[config.mk]
export PLATFORM = sky130hd
export DESIGN_NAME = delay_timer
export DESIGN_NICKNAME = d
export VERILOG_FILES = /design/src/rtl/delay_timer.sv
export SDC_FILE = /design/constraint.sdc
export NUM_CORES = 1
export LEC_CHECK = 0
export CORE_MARGIN = 2
export CORE_UTILIZATION = 50
export DETAILED_ROUTE_END_ITERATION = 12
export PLACE_DENSITY = 0.77
export SLEW_MARGIN = 0
export SYNTH_ARGS = -nofsm -noshare
export SYNTH_HDL_FRONTEND = slang
export SYNTH_SLANG_ARGS = --single-unit
[constraint.sdc]
create_clock -name clk -period 2.3 [get_ports clk]
set_input_delay 0.46 -clock clk [delete_from_list [all_inputs] [get_ports clk]]
set_output_delay 0.46 -clock clk [all_outputs]
set_load 0.05 [all_outputs]
[src/rtl/delay_timer.sv]
// delay_timer: prescaled programmable down-counter that paces control_fsm waits
// Ports: clk, reset_n (async, active low); start_delay_counter loads delay_value
// and restarts; enable_delay_counter gates counting; delay_done (DONE), busy
// (COUNTING) and ticks_remaining (current count) are all registered.
module delay_timer #(
  parameter int TICK_CYCLES = 50000,
  parameter int DELAY_WIDTH = 8
) (
  input  logic                   clk,
  input  logic                   reset_n,
  input  logic                   start_delay_counter,
  input  logic                   enable_delay_counter,
  input  logic [DELAY_WIDTH-1:0] delay_value,
  output logic                   delay_done,
  output logic                   busy,
  output logic [DELAY_WIDTH-1:0] ticks_remaining
);
  localparam int PW = (TICK_CYCLES > 1) ? $clog2(TICK_CYCLES) : 1;
  typedef enum logic [1:0] {IDLE, COUNTING, DONE} state_t;
  state_t                 state_q, state_d;
  logic [PW-1:0]          presc_q, presc_d;
  logic [DELAY_WIDTH-1:0] count_q, count_d;
  logic                   done_q, done_d, busy_q, busy_d;
  always_comb begin
    state_d = state_q;
    presc_d = presc_q;
    count_d = count_q;
    if (start_delay_counter) begin
      count_d = delay_value;
      presc_d = '0;
      state_d = (delay_value != '0) ? COUNTING : DONE;
    end else if (state_q == COUNTING && enable_delay_counter) begin
      if (presc_q == PW'(TICK_CYCLES - 1)) begin
        presc_d = '0;
        count_d = count_q - DELAY_WIDTH'(1);
        if (count_q == DELAY_WIDTH'(1)) state_d = DONE;
      end else begin
        presc_d = presc_q + PW'(1);
      end
    end
    // outputs decoded from next state so they are flops, not decodes of flops
    done_d = (state_d == DONE);
    busy_d = (state_d == COUNTING);
  end
  always_ff @(posedge clk or negedge reset_n) begin
    if (!reset_n) begin
      state_q <= IDLE;
      presc_q <= '0;
      count_q <= '0;
      done_q  <= 1'b0;
      busy_q  <= 1'b0;
    end else begin
      state_q <= state_d;
      presc_q <= presc_d;
      count_q <= count_d;
      done_q  <= done_d;
      busy_q  <= busy_d;
    end
  end
  assign delay_done      = done_q;
  assign busy            = busy_q;
  assign ticks_remaining = count_q;
endmodule

### Yosys cells after proc, flatten, opt, wreduce, memory -nomap -nowiden

Cells that the tools add are included.

| storage, ports and cells | value |
|---|---|
| bits in registers | 28 |
| input port bits | 12 |
| word-level logic and storage cells | 28 |

| operators by class | value |
|---|---|
| $add $sub $neg | 2 |
| equal/unequal tests | 5 |
| multiplexer cells | 11 |
| reductions and logical operators | 5 |

Operator list:

| operator | count |
|---|---|
| 2-to-1 mux 16 bit | 3 |
| 2-to-1 mux 8 bit | 3 |
| adder 16 x 1 -> 16 bit (second input constant) | 1 |
| equality test 16 bit (second input constant) | 1 |
| 2-to-1 mux 2 bit | 5 |
| equality test 8 x 1 -> 1 bit (second input constant) | 1 |
| nonzero test 8 bit | 1 |
| subtractor 8 x 1 -> 8 bit (second input constant) | 1 |
| equality test 2 x 1 -> 1 bit (second input constant) | 2 |
| nonzero test 2 bit | 2 |
| equality test 2 bit (second input constant) | 1 |
| AND reduction 2 bit | 1 |
| logical AND 1 bit | 1 |

### Logic depth before layout (Yosys ltp)

Gate-level depths: netlist (run 1).

| logic depth | value |
|---|---|
| depth after elaboration | 6 |
| mapped depth | 7 |
| gate-level depth less buffers | 6 |

### Least setup slack after synthesis (run 1)

OpenSTA, ideal clock, no wires.

| timing path | value |
|---|---|
| path kind | reg-to-reg |
| from | register count_q[0] (netlist: ticks_remaining[0]) |
| to | register busy_q (netlist: busy) |
| library setup time | 119 ps |
| arrival | 1927 ps |
| required time | 2181 ps |
| setup slack | 254 ps |
| stages on the path, launching flop included | 6 |
| path buffers | 0 |
| period minus slack after synthesis | 2046 ps |
| path through | dfrtp_1 -> ha_1 -> or4b_1 -> nor4_2 -> a21oi_1 -> o21a_1 |

| between the ends | value |
|---|---|
| longest elaborated chain between the ends | 6 |

RTL lines:

| what | RTL line | RTL |
|---|---|---|
| start, declared | 22 | `logic [DELAY_WIDTH-1:0] count_q, count_d;` |
| start signal, assigned | 55 | `count_q <= count_d;` |
| equality test 8 x 1 -> 1 bit | 36 | `if (count_q == DELAY_WIDTH'(1)) state_d = DONE;` |
| 2-to-1 mux 2 bit | 36 |  |
| 2-to-1 mux 2 bit | 33 | `if (presc_q == PW'(TICK_CYCLES - 1)) begin` |
| 2-to-1 mux 2 bit | 32 | `end else if (state_q == COUNTING && enable_delay_counter) begin` |
| 2-to-1 mux 2 bit | 28 | `if (start_delay_counter) begin` |
| equality test 2 x 1 -> 1 bit | 43 | `busy_d = (state_d == COUNTING);` |
| net busy_d | 23 | `logic done_q, done_d, busy_q, busy_d;` |
| end signal, assigned | 57 | `busy_q <= busy_d;` |
| end, declared | 23 |  |

The timed path passes the listed nets, and every way through them passes these cells.
A chain may end at the register's enable or synchronous reset.

### Worst setup path in the final report (run 1)

| timing path | value |
|---|---|
| from | register count_q[2] (netlist: ticks_remaining[2]) |
| to | output port ticks_remaining[2] |

RTL lines:

| what | RTL line | RTL |
|---|---|---|
| end, declared | 16 | `output logic [DELAY_WIDTH-1:0] ticks_remaining` |

No word-level cell between the ends.

==> results of run 1 <==
[metrics by stage]
stage / power [W] / area [um^2]
6_report: 0.001038 / 2083
5_1_grt: 0.001088 / 2083
4_1_cts: 0.001044 / 2083
3_5_place_dp: 0.0007201 / 2031
3_3_place_gp: 0.0007151 / 2031
2_1_floorplan: 0.0006381 / 1740
[final timing paths]
kind | from | to | cells after the start | slack [ns]
worst min register to register | presc_q[1] | presc_q[1] | 2 | 0.56
worst min-delay path | reset_n | presc_q[12] | 2 | 0.47
max in group asynchronous | reset_n | ticks_remaining[5] | 2 | 1.55
worst max register to register | presc_q[12] | presc_q[10] | 4 | 0.22
worst max-delay path | ticks_remaining[2] | ticks_remaining[2] | 1 | 0.16
min in group clk | presc_q[1] | presc_q[1] | 2 | 0.56
[metal layers]
| metal | part of all wire, % | up-vias |
|---|---|---|
| met5 | 0 | - |
| li1 | - | 792 |
| met2 | 50 | 59 |
| met3 | 4.8 | 7 |
| met1 | 43 | 821 |
| met4 | 1.3 | 0 |
[layout by cell type (no fill, tap or decap), types with 2 or more instances in the layout]
master and n:
sky130_fd_sc_hd__dfrtp_1 28, sky130_fd_sc_hd__clkdlybuf4s50_1 21, sky130_fd_sc_hd__a21oi_1 16, sky130_fd_sc_hd__nand2_1 16, sky130_fd_sc_hd__nor2_1 15, sky130_fd_sc_hd__buf_4 10, sky130_fd_sc_hd__inv_1 8, sky130_fd_sc_hd__nand3_1 7
sky130_fd_sc_hd__nand4_1 7, sky130_fd_sc_hd__or4_1 7, sky130_fd_sc_hd__or3_1 5, sky130_fd_sc_hd__a31oi_1 5, sky130_fd_sc_hd__o32ai_1 5, sky130_fd_sc_hd__o31ai_1 4, sky130_fd_sc_hd__and2_1 4, sky130_fd_sc_hd__nand3b_1 3
sky130_fd_sc_hd__o21ai_1 3, sky130_fd_sc_hd__o41ai_1 3, sky130_fd_sc_hd__and4_1 3, sky130_fd_sc_hd__nand4b_1 3, sky130_fd_sc_hd__o21ai_0 3, sky130_fd_sc_hd__xor2_1 3, sky130_fd_sc_hd__ha_1 3, sky130_fd_sc_hd__clkbuf_4 3
sky130_fd_sc_hd__nor4b_2 2, sky130_fd_sc_hd__and4b_1 2, sky130_fd_sc_hd__and3_1 2, sky130_fd_sc_hd__nor4_1 2, sky130_fd_sc_hd__nor3_1 2, sky130_fd_sc_hd__o21a_1 2, sky130_fd_sc_hd__or2_2 2, sky130_fd_sc_hd__o211ai_1 2
sky130_fd_sc_hd__o2111ai_1 2
[flip-flops by register name, indices dropped and copies added (netlist names)]
signal and count:
state_q 2, delay_done 1, ticks_remaining 8, busy 1, presc_q 16
[layout make-up]
class | instances | area (um^2) | share of cell area [%]
multi-input combinational | 147 | 957.2 | 45.95
clock buffer | 3 | 22.52 | 1.081
clock inverter | 1 | 30.03 | 1.441
timing repair buffer | 31 | 285.3 | 13.69
sequential | 28 | 700.7 | 33.63
inverter | 8 | 30.03 | 1.441
tap | 46 | 57.56 | 2.763
[cells by family (layout without fill, tap and decap cells)]
family | Yosys count | after routing | share of synthesized area [%]
compound gates | 50 | 50 | 19.27
buf+inv | 20 | 43 | 4.745
xor+xnor | 3 | 3 | 1.510
fa+ha+maj | 3 | 3 | 2.157
simple gates | 91 | 91 | 32.06
flops | 28 | 28 | 40.26
[power by group]
| group | switching, W | internal, W | total (W) |
|---|---|---|---|
| Combinational | 0.000114 | 0.0000707 | 0.000184 |
| Sequential | 0.0000196 | 0.000508 | 0.000528 |
| Clock | 0.000150 | 0.000176 | 0.000327 |
==> Implementation_results.wiki, run 1 <==
{| class="wikitable"
! Metric !! Value
|-
| Area of the mapped netlist || 1740 um^2
|-
| Crit path capture type || output port
|-
| Gate count after technology mapping || 195
|-
| Count of flip-flops with a built-in enable after synthesis || 0
|-
| Kind of critical path || register to output port
|-
| Number of design rule violations left after detail routing || 0
|-
| Tot GR Track Use || 23.81%
|-
| Pin count of the biggest net entering global routing || 29
|-
| Horizontal die dimension || 63 um
|-
| Layout cell share with drive strength beyond 1 || 10.55%
|-
| Detailed Place HPWL || 3.275 mm
|-
| Non-Filler Instances || 264
|-
| Areal power density over the cells || 498.4 nW/um^2
|-
| CTS tree || yes
|-
| Setup-violating endpoint count in the final report || 0
|-
| Clock-pin slew of the registers on the worst-case setup and hold paths || 0.16 ns
|-
| Post-synth ARST share || 100.0%
|-
| Met2 track demand over resource || 40.69%
|-
| Count of cells resized by post-cts repair || 0
|-
| Mean instance size in the synthesized netlist || 8.925 um^2
|-
| Number of buffer and inverter stages on the critical path || 1
|-
| Routing layer with the top usage in global route || met2
|-
| Portion of synthesized cell area occupied by the leading cell type || 40.26%
|-
| Result of the run || complete, no violations
|-
| CP Cell Sequence || clkdlybuf4s50_1
|-
| Number of synthesis warnings || 0
|-
| Least setup slack across all paths after layout || 0.1606 ns
|-
| Number of global-route vias before repair || 1640
|-
| Number of I/O pins || 22
|-
| Die Height || 63 um
|-
| Wire length of the first global-routing pass || 7.652 mm
|-
| Maximum clock skew at final layout || 0.01718 ns
|-
| Cell count after placement || 260
|-
| I/O Buffers || 21
|-
| Min cycle time layout || 2.139 ns
|-
| Area inside the core boundary || 3337 um^2
|-
| Leakage power of the design || 0.7780 nW
|-
| Initial drt markers || 120
|-
| Delay-heaviest family, CP || buffers and inverters
|-
| Most used flip-flop cell after synthesis || sky130_fd_sc_hd__dfrtp_1
|-
| Antenna Cells || 0
|-
| Total vias in the final route || 1679
|-
| Synthesized flop and latch total || 28
|-
| Average routed wire per standard cell || 16.47 um
|-
| Tightest hold margin || 0.4684 ns
|-
| Worst Hold Class || input port to asynchronous set/reset pin
|-
| Arrival time at the worst endpoint || 1.68 ns
|-
| Hold buffer count at CTS || 0
|-
| Least-Margin Pin Slew || 0.4996 ns
|-
| Part of the cycle the worst path needs || 93.02%
|-
| Final routed wirelength across all metal layers || 4.349 mm
|-
| Startpoint type of the worst setup path || register
|-
| Maximum Capacitance Violations || 0
|-
| Final-report max-slew violation count || 0
|-
| Gr ovfl total || 0
|-
| Final TNS setup || 0 ns
|-
| Standard cell with the maximum stage delay on the critical path || sky130_fd_sc_hd__clkdlybuf4s50_1
|-
| Worst skew pair latency || 0.34 ns
|-
| Filler cells || 302
|-
| Post CTS Setup Buffer Count || 0
|-
| Met3 usage in global routing || 3.243%
|-
| Final Hold Fails || 0
|-
| Critical path peak fanout || 7
|-
| Maximum ir drop on the vdd rail || 274.6 uV
|-
| Post-synth top area cell || sky130_fd_sc_hd__dfrtp_1
|-
| Root cell of the clock tree || sky130_fd_sc_hd__clkbuf_4
|-
| Initial standard-cell utilization of the core || 52.16%
|-
| Headroom to the max-slew limit || 66.59%
|-
| Number of nets in the synthesized netlist || 210
|-
| Synth-to-layout area growth || 19.70%
|-
| TritonCTS Buffers || 3
|-
| Number of sinks on the clock net || 28
|-
| First-pass iteration count of the detailed router || 4
|-
| Post-synthesis cell type count || 48
|-
| Setup repair after global routing missed its margin || false
|-
| Global routing met1 resource utilization || 30.87%
|-
| Leading post-synthesis cells by cell area || sky130_fd_sc_hd__dfrtp_1 (40%), sky130_fd_sc_hd__a21oi_1 (4.6%), sky130_fd_sc_hd__nand2_1 (3.5%), sky130_fd_sc_hd__nor2_1 (3.2%), sky130_fd_sc_hd__or4_1 (3.0%)
|-
| Endpoint required time on the critical path || 1.84 ns
|-
| Deepest level of the CTS H-tree || 1
|-
| Number of buffers on the longest clock path || 2
|-
| Largest stage delay on the critical path || 0.85 ns
|-
| Share of the yosys chip area belonging to registers || 40.26%
|-
| Final RePlAce weighted congestion || 0.8759
|-
| Number of nets with antenna violations after routing || 0
|-
| Maximum clock frequency || 467.4 MHz
|-
| Number of standard-cell rows in the floorplan || 21
|-
| Number of vias per cell after detailed routing || 6.360
|-
| Die area || 3969 um^2
|-
| Number of nets in the layout || 234
|-
| Ranking of synthesized cells by instance count || sky130_fd_sc_hd__dfrtp_1 (28), sky130_fd_sc_hd__a21oi_1 (16), sky130_fd_sc_hd__nand2_1 (16)
|-
| Share of the core filled with cells || 62.43%
|-
| Worst setup slack before clock tree synthesis || 0.002696 ns
|-
| Initial antenna violation count || 0
|-
| Most repeated cell in the gate-level netlist after synthesis || sky130_fd_sc_hd__dfrtp_1
|}
Power figures use the tool's default switching activity.
==> inputs of run 2 (changes only) <==
--- a/config.mk
+++ b/config.mk
@@ -8,6 +8,7 @@
 export CORE_MARGIN = 2
 export CORE_UTILIZATION = 50
 export DETAILED_ROUTE_END_ITERATION = 12
+export GPL_TIMING_DRIVEN = 0
 export PLACE_DENSITY = 0.77
 export SLEW_MARGIN = 0
 export SYNTH_ARGS = -nofsm -noshare
==> constraint.sdc (replaced) <==
create_clock -name clk -period 2.21 [get_ports clk]
set_input_delay 0.442 -clock clk [delete_from_list [all_inputs] [get_ports clk]]
set_output_delay 0.442 -clock clk [all_outputs]
set_load 0.05 [all_outputs]
==> run 2 against run 1 <==
  * Hold slack worse by 0.37 ns
  * Sequential power up 4%
  * Design area down 1.3%
  * Clock skew down 0.014 ns
  * Setup slack worse by 0.046 ns
  * Clock power up 5%
  * Register-to-register slack worse by 0.02 ns
  * Largest power group unchanged
==> Implementation_results.wiki, run 2 (same netlist as run 1, synthesis figures left out) <==
{| class="wikitable"
! Metric !! Value
|-
| Routing layer with the top usage in global route || met2 (unchanged)
|-
| I/O Buffers || 21 (unchanged)
|-
| Crit path capture type || output port (unchanged)
|-
| Leakage power of the design || 0.7597 nW (was 0.7780 nW)
|-
| Terminus of the critical flop-to-flop path || busy (was presc_q[10])
|-
| Number of vias per cell after detailed routing || 6.188 (was 6.360)
|-
| Met2 track demand over resource || 39.10% (was 40.69%)
|-
| First-pass iteration count of the detailed router || 4 (unchanged)
|-
| Internal power contribution || 0.0007812 W (was 0.0007550 W)
|-
| Antenna Cells || 0 (unchanged)
|-
| Part of the cycle the worst path needs || 94.79%
|-
| Initial drt markers || 152 (was 120)
|-
| Number of nets in the layout || 236 (was 234)
|-
| Worst setup slack before clock tree synthesis || -0.2320 ns (was 0.002696 ns)
|-
| Die area || 3969 um^2 (unchanged)
|-
| Non-Filler Instances || 266 (was 264)
|-
| Least-Margin Pin Slew || 0.6458 ns (was 0.4996 ns)
|-
| Average routed wire per standard cell || 15.98 um (was 16.47 um)
|-
| Final-report max-slew violation count || 0 (unchanged)
|-
| Switching share of power || 27.68% (was 27.29%)
|-
| Worst Hold Class || input port to asynchronous set/reset pin (unchanged)
|-
| Standard cell with the maximum stage delay on the critical path || sky130_fd_sc_hd__clkdlybuf4s50_1 (unchanged)
|-
| Top library cells by usage in the layout, fill and taps aside || sky130_fd_sc_hd__dfrtp_1 (28), sky130_fd_sc_hd__clkdlybuf4s50_1 (20), sky130_fd_sc_hd__a21oi_1 (16), sky130_fd_sc_hd__nand2_1 (16), sky130_fd_sc_hd__nor2_1 (15) (was sky130_fd_sc_hd__dfrtp_1 (28), sky130_fd_sc_hd__clkdlybuf4s50_1 (21), sky130_fd_sc_hd__a21oi_1 (16), sky130_fd_sc_hd__nand2_1 (16), sky130_fd_sc_hd__nor2_1 (15))
|-
| Worst skew pair latency || 0.34 ns (about the same)
|-
| Deepest level of the CTS H-tree || 1 (unchanged)
|-
| Number of sinks on the clock net || 28 (unchanged)
|-
| Least setup slack across all paths after layout || 0.1151 ns (was 0.1606 ns)
|-
| FF-to-FF setup slack || 0.20 ns (was 0.22 ns)
|-
| Cell count after placement || 262 (was 260)
|-
| Areal power density over the cells || 525.2 nW/um^2 (was 498.4 nW/um^2)
|-
| Largest stage delay on the critical path || 0.84 ns (was 0.85 ns)
|-
| Origin of the critical flop-to-flop path || ticks_remaining[1] (was presc_q[12])
|-
| Delay-heaviest family, CP || buffers and inverters (unchanged)
|-
| Startpoint type of the worst setup path || register (unchanged)
|-
| Global routing met1 resource utilization || 30.98% (was 30.87%)
|-
| Hold buffer count at CTS || 0 (unchanged)
|-
| Tot GR Track Use || 22.89% (was 23.81%)
|-
| Sequential group share of total power || 50.7% (was 50.8%)
|-
| Total vias in the final route || 1646 (was 1679)
|-
| Die Height || 63 um (unchanged)
|-
| Endpoint required time on the critical path || 1.77 ns (was 1.84 ns)
|-
| Number of buffers on the longest clock path || 2 (unchanged)
|-
| Maximum clock frequency || 477.3 MHz
|-
| Area inside the core boundary || 3337 um^2 (unchanged)
|-
| Pin count of the biggest net entering global routing || 29 (unchanged)
|-
| Wire length of the first global-routing pass || 7.403 mm (was 7.652 mm)
|-
| Maximum ir drop on the vdd rail || 245.1 uV (was 274.6 uV)
|-
| Synth-to-layout area growth || 18.19% (was 19.70%)
|-
| Number of design rule violations left after detail routing || 0 (unchanged)
|-
| Number of standard-cell rows in the floorplan || 21 (unchanged)
|-
| Number of nets with antenna violations after routing || 0 (unchanged)
|-
| Critical path peak fanout || 7 (unchanged)
|-
| Final Hold Fails || 0 (unchanged)
|-
| Final RePlAce weighted congestion || 0.8906 (was 0.8759)
|-
| Root cell of the clock tree || sky130_fd_sc_hd__clkbuf_4 (unchanged)
|-
| Number of I/O pins || 22 (unchanged)
|-
| Clock-pin slew of the registers on the worst-case setup and hold paths || 0.15 ns (was 0.16 ns)
|-
| Result of the run || complete, no violations (unchanged)
|-
| Number of global-route vias before repair || 1609 (was 1640)
|-
| Reg2Reg Depth || 6 (was 4)
|-
| Horizontal die dimension || 63 um (unchanged)
|-
| Kind of critical path || register to output port (unchanged)
|-
| Arrival time at the worst endpoint || 1.65 ns (was 1.68 ns)
|-
| Setup-violating endpoint count in the final report || 0 (unchanged)
|-
| CTS tree || yes (unchanged)
|-
| Met3 usage in global routing || 2.342% (was 3.243%)
|-
| Detailed Place HPWL || 3.075 mm (was 3.275 mm)
|-
| Maximum clock skew at final layout || 0.003422 ns (was 0.01718 ns)
|-
| Final routed wirelength across all metal layers || 4.251 mm (was 4.349 mm)
|-
| Largest register FFs || 16 (unchanged)
|-
| Commonest non-fill, non-tap cell in the layout || sky130_fd_sc_hd__dfrtp_1 (unchanged)
|-
| Portion of total power attributed to the clock network || 31.8% (was 31.4%)
|-
| Layout cell share with drive strength beyond 1 || 8.636% (was 10.55%)
|-
| TritonCTS Buffers || 3 (unchanged)
|-
| Setup repair after global routing missed its margin || false (unchanged)
|-
| Initial antenna violation count || 0 (unchanged)
|-
| Gr ovfl total || 0 (unchanged)
|-
| Fraction of power consumed by combinational cells || 17.5% (was 17.7%)
|-
| Initial standard-cell utilization of the core || 52.16% (unchanged)
|-
| Switch Pwr || 0.0002990 W (was 0.0002834 W)
|-
| Min cycle time layout || 2.095 ns
|-
| Headroom to the max-slew limit || 56.95% (was 66.59%)
|-
| CP Cell Sequence || clkdlybuf4s50_1 (unchanged)
|-
| Number of buffer and inverter stages on the critical path || 1 (unchanged)
|-
| Maximum Capacitance Violations || 0 (unchanged)
|-
| Largest Register || presc_q (unchanged)
|}
-- run 2: cell types whose count changed in the layout (fill, tap and decap cells not counted) --
cell                              change
sky130_fd_sc_hd__buf_1                +2
sky130_fd_sc_hd__buf_2                +4
sky130_fd_sc_hd__buf_4                -9
sky130_fd_sc_hd__clkbuf_1             +5
sky130_fd_sc_hd__clkbuf_2             +1
sky130_fd_sc_hd__clkdlybuf4s50_1      -1
-- run 2: metal layers --
layer	share of wire, %	wire length [um]
met1	46	1955
met2	49	2090
met3	3.9	167
met4	0.87	37
met5	0	0
-- run 2: power groups by stage --
stage               registers [W]  logic (W)  clock network [W]
floorplan                0.000601  0.0000634                  0
global placement         0.000556   0.000186                  0
detailed placement       0.000556   0.000189                  0
CTS                      0.000547   0.000191           0.000346
global route             0.000551   0.000203           0.000374
finish                   0.000548   0.000190           0.000343
-- run 2: per-stage QoR --
| stage | power, W | TNS [ns] | utilization (%) | hold slack (ns) | instance area [um^2] |
|---|---|---|---|---|---|
| 2_1_floorplan | 0.0006641 | 0 | - | 0.1464 | 1740 |
| 3_3_place_gp | 0.0007422 | -1.133 | 60.18 | 0.5266 | 2008 |
| 3_5_place_dp | 0.0007455 | -1.401 | 60.18 | 0.5479 | 2008 |
| 4_1_cts | 0.001084 | 0 | 61.75 | 0.5679 | 2061 |
| 5_1_grt | 0.001128 | 0 | 61.64 | 0.1260 | 2057 |
| 6_report | 0.001080 | 0 | 61.64 | 0.1018 | 2057 |
-- run 2: what timing repair did --
item                                    CTS  global route
gates resized for setup                   0             2
endpoints found under the setup margin    0             1
setup buffers                             0             0
-- run 2: worst max path at each step --
stage	cells past startpoint	to	from	slack (ns)
floorplan	5	busy	ticks_remaining[0]	0.16
global placement	6	ticks_remaining[1]	start_delay_counter	-0.16
detailed placement	6	ticks_remaining[1]	start_delay_counter	-0.23
CTS	1	ticks_remaining[2]	ticks_remaining[2]	0.11
global route	1	ticks_remaining[2]	ticks_remaining[2]	0.03
finish	1	ticks_remaining[2]	ticks_remaining[2]	0.12
-- run 2: final cells by class --
class                   instances  area, um^2
repair buffers                 21       205.2
flip-flops and latches         28       700.7
inverters                       8       30.03
fillers                       316        1280
well taps                      46       57.56
multi-input cells             147       957.2
clock buffers                   3       22.52
plain buffers                  12       53.80
clock inverters                 1       30.03
==> inputs of run 3 (changes only) <==
--- a/config.mk
+++ b/config.mk
@@ -5,10 +5,11 @@
 export SDC_FILE = /design/constraint.sdc
 export NUM_CORES = 1
 export LEC_CHECK = 0
-export CORE_MARGIN = 2
+export CORE_ASPECT_RATIO = 1.2
 export CORE_UTILIZATION = 50
 export DETAILED_ROUTE_END_ITERATION = 12
 export GPL_TIMING_DRIVEN = 0
+export HOLD_SLACK_MARGIN = 0.06
 export PLACE_DENSITY = 0.77
 export SLEW_MARGIN = 0
 export SYNTH_ARGS = -nofsm -noshare
==> run 3 against run 2 <==
  * Die area shrank 6.2%
  * Highest routed layer unchanged
  * Power grew 6.8%
  * Design area grew 0.37%
  * Clock skew is essentially flat
  * Hold slack gained 0.072 ns
  * Global-route usage grew 3.3 points
  * Sequential share of layout area shrank 0.12 points
  * Core utilization grew 0.20 points
==> Implementation_results.wiki, run 3 (same netlist as run 1, synthesis figures left out) <==
{| class="wikitable"
! Metric !! Value
|-
| Number of standard-cell rows in the floorplan || 23 (was 21)
|-
| Filler cells || 288 (was 316)
|-
| Deepest level of the CTS H-tree || 1 (unchanged)
|-
| Wire length of the first global-routing pass || 7.631 mm (was 7.403 mm)
|-
| Hold buffer count at CTS || 0 (unchanged)
|-
| Initial standard-cell utilization of the core || 52.14% (was 52.16%)
|-
| Number of buffer and inverter stages on the critical path || 1 (unchanged)
|-
| Final TNS setup || 0 ns (unchanged)
|-
| Worst Hold Class || input port to asynchronous set/reset pin (unchanged)
|-
| Part of the cycle the worst path needs || 93.54% (was 94.79%)
|-
| Largest Register || presc_q (unchanged)
|-
| Horizontal die dimension || 55.86 um (was 63 um)
|-
| Initial drt markers || 90 (was 152)
|-
| Number of sinks on the clock net || 28 (unchanged)
|-
| Worst skew pair latency || 0.28 ns (was 0.34 ns)
|-
| Delay-heaviest family, CP || simple AND/OR/NAND/NOR gates (was buffers and inverters)
|-
| Number of buffers on the longest clock path || 2 (unchanged)
|-
| Non-Filler Instances || 257 (was 266)
|-
| Maximum clock skew at final layout || 0.003218 ns (was 0.003422 ns)
|-
| Clock-pin slew of the registers on the worst-case setup and hold paths || 0.10 ns (was 0.15 ns)
|-
| Least-Margin Pin Slew || 0.6461 ns (was 0.6458 ns)
|-
| Average routed wire per standard cell || 17.57 um (was 15.98 um)
|-
| Gr ovfl total || 0 (unchanged)
|-
| Arrival time at the worst endpoint || 2.25 ns (was 1.65 ns)
|-
| Headroom to the max-slew limit || 56.92% (was 56.95%)
|-
| CTS tree || yes (unchanged)
|-
| Number of nets in the layout || 236 (unchanged)
|-
| First-pass iteration count of the detailed router || 4 (unchanged)
|-
| Number of I/O pins || 22 (unchanged)
|-
| Setup repair after global routing missed its margin || false (unchanged)
|-
| Root cell of the clock tree || sky130_fd_sc_hd__clkbuf_8 (was sky130_fd_sc_hd__clkbuf_4)
|-
| Number of nets with antenna violations after routing || 0 (unchanged)
|-
| Final Hold Fails || 0 (unchanged)
|-
| Maximum Capacitance Violations || 0 (unchanged)
|-
| Largest register FFs || 16 (unchanged)
|-
| Antenna Cells || 0 (unchanged)
|-
| Standard cell with the maximum stage delay on the critical path || sky130_fd_sc_hd__or4b_1 (was sky130_fd_sc_hd__clkdlybuf4s50_1)
|-
| Final-report max-slew violation count || 0 (unchanged)
|-
| Critical path peak fanout || 4 (was 7)
|-
| CP Cell Sequence || inv_1 > ha_1 > or4b_1 > nor4_2 > a21boi_1 > o21a_1 (was clkdlybuf4s50_1)
|-
| Areal power density over the cells || 558.8 nW/um^2 (was 525.2 nW/um^2)
|-
| Maximum clock frequency || 483.8 MHz (was 477.3 MHz)
|-
| Top library cells by usage in the layout, fill and taps aside || sky130_fd_sc_hd__dfrtp_1 (28), sky130_fd_sc_hd__clkdlybuf4s50_1 (20), sky130_fd_sc_hd__a21oi_1 (16), sky130_fd_sc_hd__nand2_1 (16), sky130_fd_sc_hd__nor2_1 (15) (unchanged)
|-
| Final routed wirelength across all metal layers || 4.516 mm (was 4.251 mm)
|-
| Total area of sequential cells || 700.7 um^2 (unchanged)
|-
| Largest stage delay on the critical path || 0.48 ns (was 0.84 ns)
|-
| Kind of critical path || register to register (was register to output port)
|-
| Endpoint required time on the critical path || 2.39 ns (was 1.77 ns)
|-
| Leakage power of the design || 0.7675 nW (was 0.7597 nW)
|-
| Die Height || 66.63 um (was 63 um)
|-
| Crit path capture type || register (was output port)
|-
| Number of vias per cell after detailed routing || 6.560 (was 6.188)
|-
| Synth-to-layout area growth || 18.62% (was 18.19%)
|-
| Startpoint type of the worst setup path || register (unchanged)
|-
| TritonCTS Buffers || 3 (unchanged)
|-
| I/O Buffers || 21 (unchanged)
|-
| Area used by multi-input combinational logic || 957.2 um^2 (unchanged)
|-
| Die area || 3722 um^2 (was 3969 um^2)
|-
| Final RePlAce weighted congestion || 0.8783 (was 0.8906)
|-
| Initial antenna violation count || 0 (unchanged)
|-
| Layout cell share with drive strength beyond 1 || 8.636% (unchanged)
|-
| Total vias in the final route || 1686 (was 1646)
|-
| Min cycle time layout || 2.067 ns (was 2.095 ns)
|-
| Detailed Place HPWL || 3.215 mm (was 3.075 mm)
|-
| Number of global-route vias before repair || 1668 (was 1609)
|-
| Area inside the core boundary || 3338 um^2 (was 3337 um^2)
|-
| Result of the run || complete, no violations (unchanged)
|-
| Number of design rule violations left after detail routing || 0 (unchanged)
|-
| Commonest non-fill, non-tap cell in the layout || sky130_fd_sc_hd__dfrtp_1 (unchanged)
|-
| Tot GR Track Use || 26.18% (was 22.89%)
|-
| Cell count after placement || 253 (was 262)
|-
| Setup-violating endpoint count in the final report || 0 (unchanged)
|-
| Pin count of the biggest net entering global routing || 29 (unchanged)
|-
| Tightest hold margin || 0.1741 ns (was 0.1018 ns)
|-
| Maximum ir drop on the vdd rail || 549.8 uV (was 245.1 uV)
|}
## run 3: cell type report
type	count	area share [%]
tap	37	2.242
timing repair buffer	21	9.939
clock inverter	1	1.455
multi-input combinational	147	46.36
clock buffer	3	2.000
inverter	8	1.455
sequential	28	33.94
buffer	12	2.606
## run 3: stage by stage
stage                     util (%)   power, W  cell area, um^2  worst slack (ns)
after CTS                    61.96   0.001154             2068           0.06451
after global placement       59.82  0.0007418             1997           -0.1935
after global routing         61.84   0.001187             2064           0.08431
final                        61.84   0.001154             2064            0.1428
after detailed placement     59.82  0.0007468             1997           -0.2160
after floorplan                  -  0.0006641             1740            0.1641
## run 3: worst paths after layout
check                              startpoint          to  slack (ns)  depth (start not counted)
max                        ticks_remaining[1]  state_q[0]        0.14                          6
min                                   reset_n  presc_q[8]        0.17                          1
max reg2reg                ticks_remaining[1]  state_q[0]        0.14                          6
min reg2reg                        presc_q[1]  presc_q[1]        0.55                          2
max in group asynchronous             reset_n  presc_q[7]        1.62                          1
min in group clk                   presc_q[1]  presc_q[1]        0.55                          2
## run 3: worst reg2reg max path: cells and delay by family (launching register included)
family                     cells  cell delay (ns)
AOI/OAI and AO/OA              2             0.34
DFF                            1             0.40
buffers and inverters          1             0.10
and+or+nand+nor                2             0.95
adders and majority gates      1             0.17
## run 3: report_power, final
| part | total, W | switching (W) | internal, W |
|---|---|---|---|
| logic | 0.000190 | 0.000121 | 0.0000691 |
| registers | 0.000548 | 0.0000198 | 0.000528 |
| clock network | 0.000416 | 0.000173 | 0.000243 |
## run 3: metal layers
layer / vias up / track usage [%] / wire, um
met4: 0 / 10.98 / 49
met5: - / 0 / 0
met1: 835 / 31.51 / 1946
met3: 5 / 2.718 / 200
met2: 52 / 47.89 / 2319
li1: 794 / - / -
## run 3: timing repair
action	in CTS	in global routing
endpoints found under the setup margin	0	4
buffers inserted	0	0
resized for setup	0	1
